==> src/rtl/mips_pkg.sv <==
// Shared definitions for the MIPS front end.
// Holds the instruction-loader state encoding and the instruction word
// geometry used by the loader and the datapath.
package mips_pkg;

  localparam int unsigned WORD_BYTES   = 4;
  localparam int unsigned INSTR_WORD_W = 32;

  typedef enum logic [2:0] {
    LD_IDLE,
    LD_LOAD,
    LD_FLUSH,
    LD_RUN,
    LD_ERR
  } loader_state_t;

endpackage : mips_pkg

==> src/rtl/instr_loader.sv <==
// instr_loader: streams a program into instruction memory over a valid/ready
// handshake, holding the MIPS core in reset until the load completes.
//
// Words are written at byte addresses 0, 4, 8, ... one cycle after their
// handshake. After the last word a single FLUSH cycle presents the final write,
// then the core is released (pcReset low, pcWrite/instrRead/done high,
// initializing low) on one clock edge.
//
// Ports:
//   clk, reset           rising-edge clock, asynchronous active-high reset
//   start, progLength    1-cycle load request and its length (1..MAX_WORDS)
//   wordIn, wordValid    program word stream; wordReady is the accept signal
//   instrAddr, instrIn,  instruction memory address/data/write enable
//   instrWrite
//   instrRead            instruction memory read enable (core running)
//   pcReset, pcWrite     PC hold / update enable
//   initializing         steers the instruction-address mux while loading
//   done, error          core running / bad length or checksum mismatch
//   wordCount            words written so far
//
// Build option INSTR_LOADER_CHECKSUM_EN: adds expectedSum (in) and checksum
// (out, mod-2^32 sum of accepted words); FLUSH then enters RUN only when the
// sums agree, otherwise ERR.
module instr_loader
  import mips_pkg::*;
#(
  parameter int unsigned MAX_WORDS = 256,
  parameter int unsigned LEN_W     = 16
) (
  input  logic                    clk,
  input  logic                    reset,
  input  logic                    start,
  input  logic [LEN_W-1:0]        progLength,
  input  logic [INSTR_WORD_W-1:0] wordIn,
  input  logic                    wordValid,
`ifdef INSTR_LOADER_CHECKSUM_EN
  input  logic [INSTR_WORD_W-1:0] expectedSum,
  output logic [INSTR_WORD_W-1:0] checksum,
`endif
  output logic                    wordReady,
  output logic [31:0]             instrAddr,
  output logic [INSTR_WORD_W-1:0] instrIn,
  output logic                    instrWrite,
  output logic                    instrRead,
  output logic                    pcReset,
  output logic                    pcWrite,
  output logic                    initializing,
  output logic                    done,
  output logic                    error,
  output logic [LEN_W-1:0]        wordCount
);

  loader_state_t state_q, state_d;

  logic [LEN_W-1:0]        len_q, len_d;
  logic [LEN_W-1:0]        count_q, count_d;
  logic [31:0]             addr_d;
  logic [INSTR_WORD_W-1:0] data_d;
  logic                    write_d;
  logic                    len_ok;
  logic                    xfer;
  logic                    last_word;
  logic                    run_d;
`ifdef INSTR_LOADER_CHECKSUM_EN
  logic [INSTR_WORD_W-1:0] sum_q, sum_d;
`endif

  assign len_ok    = (progLength != '0) && (32'(progLength) <= MAX_WORDS);
  assign xfer      = (state_q == LD_LOAD) && wordValid && wordReady;
  assign last_word = (count_q + LEN_W'(1)) == len_q;
  assign wordCount = count_q;
`ifdef INSTR_LOADER_CHECKSUM_EN
  assign checksum  = sum_q;
`endif

  always_comb begin
    state_d = state_q;
    len_d   = len_q;
    count_d = count_q;
    addr_d  = instrAddr;
    data_d  = instrIn;
    write_d = 1'b0;
`ifdef INSTR_LOADER_CHECKSUM_EN
    sum_d   = sum_q;
`endif

    unique case (state_q)
      LD_IDLE, LD_RUN, LD_ERR: begin
        if (start) begin
`ifdef INSTR_LOADER_CHECKSUM_EN
          sum_d = '0;
`endif
          if (len_ok) begin
            state_d = LD_LOAD;
            len_d   = progLength;
            count_d = '0;
          end else begin
            state_d = LD_ERR;
          end
        end
      end
      LD_LOAD: begin
        if (xfer) begin
          // Address uses the pre-increment count, i.e. {wordCount, 2'b00}.
          addr_d  = 32'(count_q) * 32'(WORD_BYTES);
          data_d  = wordIn;
          write_d = 1'b1;
          count_d = count_q + LEN_W'(1);
`ifdef INSTR_LOADER_CHECKSUM_EN
          sum_d   = sum_q + wordIn;
`endif
          if (last_word) begin
            state_d = LD_FLUSH;
          end
        end
      end
      LD_FLUSH: begin
`ifdef INSTR_LOADER_CHECKSUM_EN
        state_d = (sum_q == expectedSum) ? LD_RUN : LD_ERR;
`else
        state_d = LD_RUN;
`endif
      end
      default: state_d = LD_IDLE;
    endcase

    run_d = (state_d == LD_RUN);
  end

  // Status outputs are registered copies of the next state's decode, so every
  // release/hold signal changes on the same edge as the state itself.
  always_ff @(posedge clk or posedge reset) begin
    if (reset) begin
      state_q      <= LD_IDLE;
      len_q        <= '0;
      count_q      <= '0;
      instrAddr    <= '0;
      instrIn      <= '0;
      instrWrite   <= 1'b0;
      instrRead    <= 1'b0;
      pcReset      <= 1'b1;
      pcWrite      <= 1'b0;
      initializing <= 1'b1;
      done         <= 1'b0;
      error        <= 1'b0;
      wordReady    <= 1'b0;
`ifdef INSTR_LOADER_CHECKSUM_EN
      sum_q        <= '0;
`endif
    end else begin
      state_q      <= state_d;
      len_q        <= len_d;
      count_q      <= count_d;
      instrAddr    <= addr_d;
      instrIn      <= data_d;
      instrWrite   <= write_d;
      instrRead    <= run_d;
      pcReset      <= ~run_d;
      pcWrite      <= run_d;
      initializing <= ~run_d;
      done         <= run_d;
      error        <= (state_d == LD_ERR);
      wordReady    <= (state_d == LD_LOAD);
`ifdef INSTR_LOADER_CHECKSUM_EN
      sum_q        <= sum_d;
`endif
    end
  end

endmodule : instr_loader
==> config.mk <==
export PLATFORM = sky130hd
export DESIGN_NAME = instr_loader
export DESIGN_NICKNAME = d
export VERILOG_FILES = /design/src/rtl/mips_pkg.sv /design/src/rtl/instr_loader.sv
export SDC_FILE = /design/constraint.sdc
export NUM_CORES = 1
export LEC_CHECK = 0
export ABC_AREA = 1
export ABC_CLOCK_PERIOD_IN_PS = 3500
export CAP_MARGIN = 20
export CORE_ASPECT_RATIO = 1.1
export CORE_MARGIN = 3
export CORE_UTILIZATION = 40
export CTS_CLUSTER_DIAMETER = 80
export DETAILED_ROUTE_END_ITERATION = 10
export GPL_TIMING_DRIVEN = 1
export PLACE_DENSITY = 0.71
export SYNTH_ARGS = -nofsm -noshare
export SYNTH_HDL_FRONTEND = slang
export SYNTH_SLANG_ARGS = --single-unit
==> constraint.sdc <==
create_clock -name clk -period 3.5 [get_ports clk]
set_clock_uncertainty 0.15 [all_clocks]
set_input_delay 0.35 -clock clk [delete_from_list [all_inputs] [get_ports clk]]
set_output_delay 0.35 -clock clk [all_outputs]
set_load 0.01 [all_outputs]
==> impl_metrics.ini, run 1 <==
[worst_setup_path]
critPathMaxStageDelay_ps = 470
crit_type = flop to flop
crit_fanout = 8
worstPathRequired_ps = 3610
arrival_ps = 2330
cp_cell_sequence = ha_1 > nand2_1 > nor2_4 > nand3_1 > nand2_1 > nand3_1 > nand2_1 > nand2_1 > nor2_1 > nand3_2 > a21oi_2 > nor2_1
cp-start-kind = flop
worstReg2RegStart = wordCount[0]$_DFFE_PP0P_
crit_path_end_kind = flop
slowest_stage = dfrtp_1
cp_common_cell = nand2_1
crit_start = wordCount[0]$_DFFE_PP0P_

[global_routing]
track_usage_pct = 19.0
gr-total-overflow = 0
grt_max_degree = 46
antenna_found_initial = 0
grt_pass1_vias = 3859
grt_pass1_wl_mm = 18.1

[detailed_routing]
wl_per_cell_um = 13.5
dr.pass1.iters = 4
post-route-drc-count = 0
vias = 3860
postRouteAntennaNets = 0
wirelength_mm = 10.9
drt_iter0_markers = 145
via_per_inst = 4.81

[placed_design]
gp_congestion = 0.904
place_hpwl_mm = 7.92
portBuffers = 123
numPlacedInstances = 787

[cells_and_area]
drive_gt1_share_pct = 5.28
num_antenna_cells = 0
area_delta_synth_final_pct = 35.7
finish.net_count = 711
finalNonFillerCells = 803

[timing]
slew_headroom_pct = 46.3
rsz0062_at_grt = false
tightest_slew_ps = 805
setup_tns_ps = 0
finalCritPeriodShare_pct = 63.5
max_freq_ghz = 0.450
drv_slew = 0
hold_viol_final = 0
min_period_ps = 2220
setup_viol = 0

[yosys]
yosysUniqueCellTypes = 31
ys_top_cells_by_count = nand2_1 (209), dfrtp_1 (87), inv_1 (54)
syn_inst = 538
synthDominantCellAreaShare_pct = 51.6
yosys_register_bits = 88
avgSynthCellArea_um2 = 7.85
synth_top_cell_by_area = dfrtp_1
yosysMostFrequentCell = nand2_1
synth_top_flop_cell = dfrtp_1
synth-async-reset-ratio_pct = 100
syn_area_mm2 = 0.00422
yosysWarnings = 0
seq_area_frac_synth_pct = 52.2
synthTopCellsByArea = dfrtp_1 (52%), nand2_1 (19%), inv_1 (4.8%), nand3_1 (4.1%), o21ai_0 (3.9%)
synth-edff-count = 0

[clock_tree]
clkLatencyLatePin_ps = 370
ctsResizeCount = 0
cts_tree = yes
ctsHoldBuffers = 0
cts_sinks = 88
post_cts_buffers = 0
cts_buffers = 9
max-clock-path-buffers = 2
clockRootBuffer = clkbuf_8
path_clk_slew_ps = 90
h-tree-depth = 3

[floorplanning]
dieArea_mm2 = 0.0118
die_y_um = 114
die_width_um = 104
fp-row-count = 38
core_area_mm2 = 0.0101
ios = 140
start_util_pct = 41.9

[status]
outcome = completed

[pwr]
p_leak_nw = 2.97
p_per_area_mw_per_mm2 = 397
peakVddDrop_v = 0.000218

[worst_hold_path]
hp-class = primary input to async pin

[flow_run]
maxCapViolations = 0
==> power breakdown <==
group	leakage (nW)	total (mW)	switching (mW)	internal, mW
Clock	0.0993	0.722	0.373	0.349
Combinational	1.76	0.477	0.282	0.194
Sequential	1.11	1.08	0.0333	1.04
==> layout make-up <==
class	instances	area [um2]
Clock inverter	5	56.3
Fill cell	920	4350
Inverter	56	211
Multi-Input combinational cell	375	1660
Tap cell	140	175
Clock buffer	11	141
Timing Repair Buffer	128	1280
Sequential cell	88	2200
==> cell usage in the layout, fill, tap and decap left out, types with 2 or more instances in the layout <==
master / n
nand3b_1: 7
o22ai_1: 9
nand2_1: 209
clkinv_2: 3
nand3_1: 35
inv_1: 53
o21ai_0: 33
buf_4: 4
conb_1: 16
nor2_2: 2
dfrtp_1: 87
nand2_2: 2
nand4_1: 13
clkdlybuf4s50_1: 123
clkbuf_8: 10
nor2_4: 4
nor2_1: 34
==> logic make-up (layout without fill, tap and decap cells) <==
| group | count (synthesis) | after routing | synth area share (%) |
|---|---|---|---|
| simple gates | 311 | 311 | 31.5 |
| buf+inv | 90 | 200 | 9.78 |
| flops | 88 | 88 | 52.2 |
| compound gates | 47 | 47 | 6.16 |
| fa+ha+maj | 1 | 1 | 0.296 |
| other cells | 1 | 16 | 0.0888 |
==> flip-flops by register name, indices dropped and copies added, names as in the netlist <==
register and count:
done 1, error 1, initializing 1, instrAddr 16, instrIn 32, instrWrite 1
len_q 16, state_q 3, wordCount 16, wordReady 1
==> metrics by stage <==
stage | power [mW] | cell area [um2] | setup slack (ps) | utilization (%) | hold WS, ps
2_1_floorplan | 1.41 | 4280 | 723 | - | 310
3_3_place_gp | 1.56 | 5530 | 1150 | 54.9 | 312
3_5_place_dp | 1.57 | 5530 | 1070 | 54.9 | 315
4_1_cts | 2.29 | 5730 | 1260 | 56.9 | 313
5_1_grt | 2.40 | 5730 | 1060 | 56.9 | 357
6_report | 2.28 | 5730 | 1280 | 56.9 | 290
==> final timing paths <==
| path | endpoint | slack [ps] | cells after the start |
|---|---|---|---|
| max | state_q[0]$_DFF_PP0_ | 1280 | 12 |
| min | instrAddr[17]$_DFFE_PP0P_ | 290 | 2 |
| max reg2reg | state_q[0]$_DFF_PP0_ | 1280 | 12 |
| min reg2reg | instrIn[6]$_DFFE_PP0P_ | 330 | 2 |
| max in group asynchronous | initializing$_DFF_PP1_ | 2170 | 3 |
| min in group clk | instrIn[6]$_DFFE_PP0P_ | 330 | 2 |
==> layer usage <==
metal,vias to the layer above,routed length [um],global-route usage [%]
met5,-,0,0
met1,1802,4640,23.3
met4,0,221,8.16
met3,15,967,5.77
li1,1902,-,-
met2,141,5040,31.3
==> worst max-delay path, delay by kind of cell (launching register included) <==
kind	cells	cell delay (ps)
AND/OR/NAND/NOR	10	1140
flip-flops	1	470
adder cells (fa/ha/maj)	1	230
AO/OA/AOI/OAI	1	140
Note: power is estimated with default switching activity, not from simulation.
==> run 2: changes to the inputs <==
--- a/config.mk
+++ b/config.mk
@@ -6,7 +6,7 @@
 export NUM_CORES = 1
 export LEC_CHECK = 0
 export ABC_AREA = 1
-export ABC_CLOCK_PERIOD_IN_PS = 3500
+export ABC_CLOCK_PERIOD_IN_PS = 2100
 export CAP_MARGIN = 20
 export CORE_ASPECT_RATIO = 1.1
 export CORE_MARGIN = 3
==> constraint.sdc (replaced) <==
create_clock -name clk -period 2.1 [get_ports clk]
set_clock_uncertainty 0.15 [all_clocks]
set_input_delay 0.21 -clock clk [delete_from_list [all_inputs] [get_ports clk]]
set_output_delay 0.21 -clock clk [all_outputs]
set_load 0.01 [all_outputs]
==> impl_metrics.ini, run 2 (same netlist as run 1, synthesis figures left out) <==
[timing]
setup_tns_ps = -4.85
hold_viol_final = 0
drv_slew = 0
worst_slack_ps = -4.85
rsz0062_at_grt = true
setup_viol = 1
min_period_ps = 2100
finalCritPeriodShare_pct = 100
max_freq_ghz = 0.475

[worst_setup_path]
critical_path_depth = 13
crit_end = state_q[0]$_DFF_PP0_
cp_num_buf_inv = 2
regToRegSetupSlack_ps = -5
worstPathRequired_ps = 2200
crit_type = flop to flop
worstReg2RegStart = wordCount[1]$_DFFE_PP0P_
crit_fanout = 6
slowest_stage = dfrtp_1
crit_path_end_kind = flop
crit_family = simple AND/OR/NAND/NOR gates
cp-start-kind = flop
rr_worst_depth = 13
cp_common_cell = nand3_2
critPathMaxStageDelay_ps = 430
cp_cell_sequence = buf_6 > nand2_2 > nor2_4 > buf_6 > nand3_2 > nand3_2 > nand2_1 > nor2_1 > nand3_1 > nor2_2 > nand3_2 > a21oi_2 > nor2_1
r2r_end = state_q[0]$_DFF_PP0_
arrival_ps = 2210
crit_start = wordCount[1]$_DFFE_PP0P_

[detailed_routing]
wirelength_mm = 11.1
via_per_inst = 4.77
vias = 3925
postRouteAntennaNets = 0
post-route-drc-count = 0
drt_iter0_markers = 154
wl_per_cell_um = 13.5
dr.pass1.iters = 5

[clock_tree]
clkLatencyLatePin_ps = 360
cts_sinks = 88
max-clock-path-buffers = 2
ctsHoldBuffers = 0
clockRootBuffer = clkbuf_8
h-tree-depth = 3
path_clk_slew_ps = 90
cts_buffers = 9
cts_tree = yes

[floorplanning]
fp-row-count = 38
ios = 140
dieArea_mm2 = 0.0118
die_width_um = 104
start_util_pct = 41.9
die_y_um = 114
core_area_mm2 = 0.0101

[cells_and_area]
finish.net_count = 730
regMostFlops = instrIn
final_common_cell = nand2_1
layout_common_cells = nand2_1 (207), clkdlybuf4s50_1 (123), dfrtp_1 (86)
stdcell_area_mm2 = 0.00599
area_delta_synth_final_pct = 41.8
num_antenna_cells = 0
largest_reg_flops = 32
drive_gt1_share_pct = 10.1

[placed_design]
portBuffers = 123
dpl_cell_area_mm2 = 0.00565
gp_congestion = 0.893
place_hpwl_mm = 8.35

[status]
outcome = complete, but fails checks
violations = negative setup slack

[global_routing]
gr-total-overflow = 0
grt_pass1_vias = 3823
grt_pass1_wl_mm = 18.6
antenna_found_initial = 0
track_usage_pct = 19.4
grt_max_degree = 49

[pwr]
p_total_mw = 4.03
p_per_area_mw_per_mm2 = 673
peakVddDrop_v = 0.000376
p_leak_nw = 3.07

[worst_hold_path]
hp-class = primary input to async pin

[flow_run]
maxCapViolations = 0
[run 2: cell count changes in the layout (fill, tap and decap cells not counted), sizes merged]
| cell | delta |
|---|---|
| clkinv | -4 |
| clkinvlp | +3 |
| clkbuf | -1 |
| inv | +1 |
| bufinv | +1 |
| buf | +19 |
[run 2: worst min-delay path by stage]
| stage | from | endpoint | slack, ps | cells past startpoint |
|---|---|---|---|---|
| floorplan | wordIn[0] | instrIn[0]$_DFFE_PP0P_ | 170 | 2 |
| global placement | instrIn[23]$_DFFE_PP0P_ | instrIn[23]$_DFFE_PP0P_ | 310 | 2 |
| detailed placement | instrIn[10]$_DFFE_PP0P_ | instrIn[10]$_DFFE_PP0P_ | 310 | 2 |
| CTS | reset | instrIn[8]$_DFFE_PP0P_ | 100 | 3 |
| global route | reset | instrIn[8]$_DFFE_PP0P_ | 120 | 3 |
| finish | reset | instrIn[8]$_DFFE_PP0P_ | 100 | 3 |
[run 2: final cells by class]
cell class | instances | area, um2
clock buffers | 10 | 138
flip-flops and latches | 88 | 2200
well taps | 140 | 175
fillers | 907 | 4090
clock inverters | 6 | 91.3
repair buffers | 147 | 1450
multi-input cells | 375 | 1720
inverters | 56 | 214
[run 2: through the flow]
stage	util (%)	instances	hold slack, ps	worst slack (ps)
6_report	59.4	822	101	-4.85
5_1_grt	59.4	822	118	-128
4_1_cts	58.3	816	101	42.6
3_5_place_dp	56.0	800	314	59.2
3_3_place_gp	56.0	800	311	86.0
2_1_floorplan	-	553	170	179
[run 2: metal layers]
metal | GRT usage (%) | wire length, um
met1 | 24.5 | 4640
met2 | 31.4 | 5190
met3 | 6.40 | 1090
met4 | 7.18 | 187
met5 | 0 | 0
[run 2: power by group]
part	switching [mW]	leakage, nW	internal [mW]
clock network	0.630	0.105	0.707
logic	0.518	1.86	0.384
registers	0.0498	1.11	1.74
total	1.20	3.07	2.83
[run 2: timing repair]
action                     4_1_cts  5_1_grt
setup buffers                    0        6
resized for setup                0       19
setup endpoints to repair        0        3
[run 2: worst reg2reg max path: cells and delay by family, from the launching register on]
kind,cells,cell delay [ps]
buffers and inverters,2,270
AOI/OAI and AO/OA,1,160
DFF,1,430
and+or+nand+nor,10,990
==> run 3: changes to the inputs <==
--- a/config.mk
+++ b/config.mk
@@ -13,8 +13,9 @@
 export CORE_UTILIZATION = 40
 export CTS_CLUSTER_DIAMETER = 80
 export DETAILED_ROUTE_END_ITERATION = 10
+export DONT_BUFFER_PORTS = 1
 export GPL_TIMING_DRIVEN = 1
-export PLACE_DENSITY = 0.71
+export PLACE_DENSITY = 0.54
 export SYNTH_ARGS = -nofsm -noshare
 export SYNTH_HDL_FRONTEND = slang
 export SYNTH_SLANG_ARGS = --single-unit
==> impl_metrics.ini, run 3 (same netlist as run 1, synthesis figures left out) <==
[timing]
slew_headroom_pct = 57.6
drv_slew = 0
worst_slack_ps = 45.8
setup_viol = 0
tightest_slew_ps = 635
finalCritPeriodShare_pct = 97.8
rsz0062_at_grt = true
min_period_ps = 2050
hold_viol_final = 0
max_freq_ghz = 0.487

[worst_setup_path]
rr_worst_depth = 12
cp-start-kind = flop
crit_type = flop to flop
r2r_end = state_q[0]$_DFF_PP0_
cp_common_cell = nand2_1
slowest_stage = dfrtp_1
arrival_ps = 2150
worstPathRequired_ps = 2200
crit_path_end_kind = flop
crit_fanout = 5
critPathMaxStageDelay_ps = 400
cp_cell_sequence = buf_4 > inv_2 > nor2_4 > nand2_4 > o21ai_2 > nand2_1 > nand2_1 > nand2_1 > nor2_1 > nand3_2 > a21oi_2 > nor2_1
regToRegSetupSlack_ps = 50
worstReg2RegStart = wordCount[0]$_DFFE_PP0P_

[floorplanning]
dieArea_mm2 = 0.0118
die_y_um = 114
start_util_pct = 41.9
die_width_um = 104
fp-row-count = 38
core_area_mm2 = 0.0101
ios = 140

[detailed_routing]
met1Wirelength_mm = 4.65
postRouteAntennaNets = 0
wl_met3_um = 797
vias = 3584
wirelength_mm = 10.9
post-route-drc-count = 0
dr_wl_met2_mm = 5.28
via_per_inst = 4.83
routed.top_layer = met4
drt_iter0_markers = 186
dr.pass1.iters = 4
wl_per_cell_um = 14.6

[cells_and_area]
largest_reg_flops = 32
finish.net_count = 650
final_common_cell = nand2_1
drive_gt1_share_pct = 12.0
regMostFlops = instrIn
num_antenna_cells = 0
area_delta_synth_final_pct = 23.8
layout_common_cells = nand2_1 (207), dfrtp_1 (84), inv_1 (53)

[worst_hold_path]
hp-start = progLength[11]
min_path_cells = 6
hp-class = primary input to flop
whs_endpoint = error$_DFF_PP0_

[clock_tree]
max-clock-path-buffers = 2
cts_sinks = 88
clockRootBuffer = clkbuf_8
cts_buffers = 9
cts_tree = yes
clkLatencyLatePin_ps = 350
h-tree-depth = 3
path_clk_slew_ps = 90

[global_routing]
track_usage_pct = 18.6
gr-total-overflow = 0
grt_pass1_wl_mm = 17.5
grt_pass1_vias = 3441
grt_max_degree = 42
antenna_found_initial = 0

[pwr]
peakVddDrop_v = 0.000339
p_per_area_mw_per_mm2 = 779
p_seq_share_pct = 44.1
pwr-share-clk_pct = 35.7
p_total_mw = 4.07
comb_power_share_pct = 20.2
p_leak_nw = 2.81
internal-power_mw = 2.88
swShare_pct = 29.3
net-switching-power_mw = 1.19

[placed_design]
portBuffers = 0
pre_cts_ws_ps = 39.3
place_hpwl_mm = 7.61
gp_congestion = 0.841

[flow_run]
maxCapViolations = 0

[status]
outcome = completed
[run 3: changes by cell type in the layout (fill, tap and decap cells not counted), sizes merged]
cell           previous run  this run
dlygate4sd3               0        43
buf                      24        23
clkinvlp                  4         2
clkinv                    1         2
nor2                     40        41
clkdlybuf4s50           123         0
bufinv                    2         3
[run 3: through the flow]
step	TNS, ps	instance area (um2)	std cells	hold WS [ps]	util, %
after floorplan	0	4280	553	170	-
after global placement	0	4450	680	51.1	44.2
after detailed placement	0	4450	680	55.1	44.2
after CTS	0	5130	739	62.0	50.9
after global routing	-293	5230	742	99.8	51.9
final	0	5230	742	79.1	51.9
[run 3: worst max path at each step]
stage / startpoint / endpoint / depth (start not counted)
final: wordCount[0]$_DFFE_PP0P_ / state_q[0]$_DFF_PP0_ / 12
after global routing: wordCount[1]$_DFFE_PP0P_ / state_q[0]$_DFF_PP0_ / 14
after floorplan: wordCount[0]$_DFFE_PP0P_ / state_q[0]$_DFF_PP0_ / 14
after detailed placement: wordCount[0]$_DFFE_PP0P_ / state_q[0]$_DFF_PP0_ / 12
after CTS: wordCount[0]$_DFFE_PP0P_ / state_q[0]$_DFF_PP0_ / 12
after global placement: wordCount[4]$_DFFE_PP0P_ / state_q[0]$_DFF_PP0_ / 11
[run 3: per-layer routing]
metal | vias to the layer above | GRT usage, %
met5 | - | 0
met4 | 0 | 6.65
met3 | 11 | 4.92
met2 | 120 | 31.4
met1 | 1672 | 23.1
li1 | 1781 | -
[run 3: final cells by class]
cell class              count  area [um2]
fillers                   955        4850
clock buffers              10         138
repair buffers             66         644
inverters                  56         214
flip-flops and latches     88        2210
well taps                 140         175
multi-input cells         376        1740
clock inverters             6         115
[run 3: power groups by stage]
| stage | logic, mW | registers [mW] | clock network, mW |
|---|---|---|---|
| after detailed placement | 0.696 | 1.82 | 0 |
| after floorplan | 0.532 | 1.82 | 0 |
| final | 0.823 | 1.80 | 1.45 |
| after CTS | 0.763 | 1.79 | 1.51 |
| after global placement | 0.684 | 1.82 | 0 |
| after global routing | 0.925 | 1.80 | 1.57 |
[run 3: critical path: cells and delay by family (launching register included)]
family | cells | cell delay [ps]
flops | 1 | 400
simple gates | 8 | 820
buf+inv | 2 | 260
compound gates | 2 | 310
[run 3: timing repair]
item | 4_1_cts | 5_1_grt
resized for setup | 0 | 22
setup endpoints to repair | 0 | 3
hold endpoints to repair | 70 | 0
buffers inserted | 0 | 2
hold buffers | 43 | 0
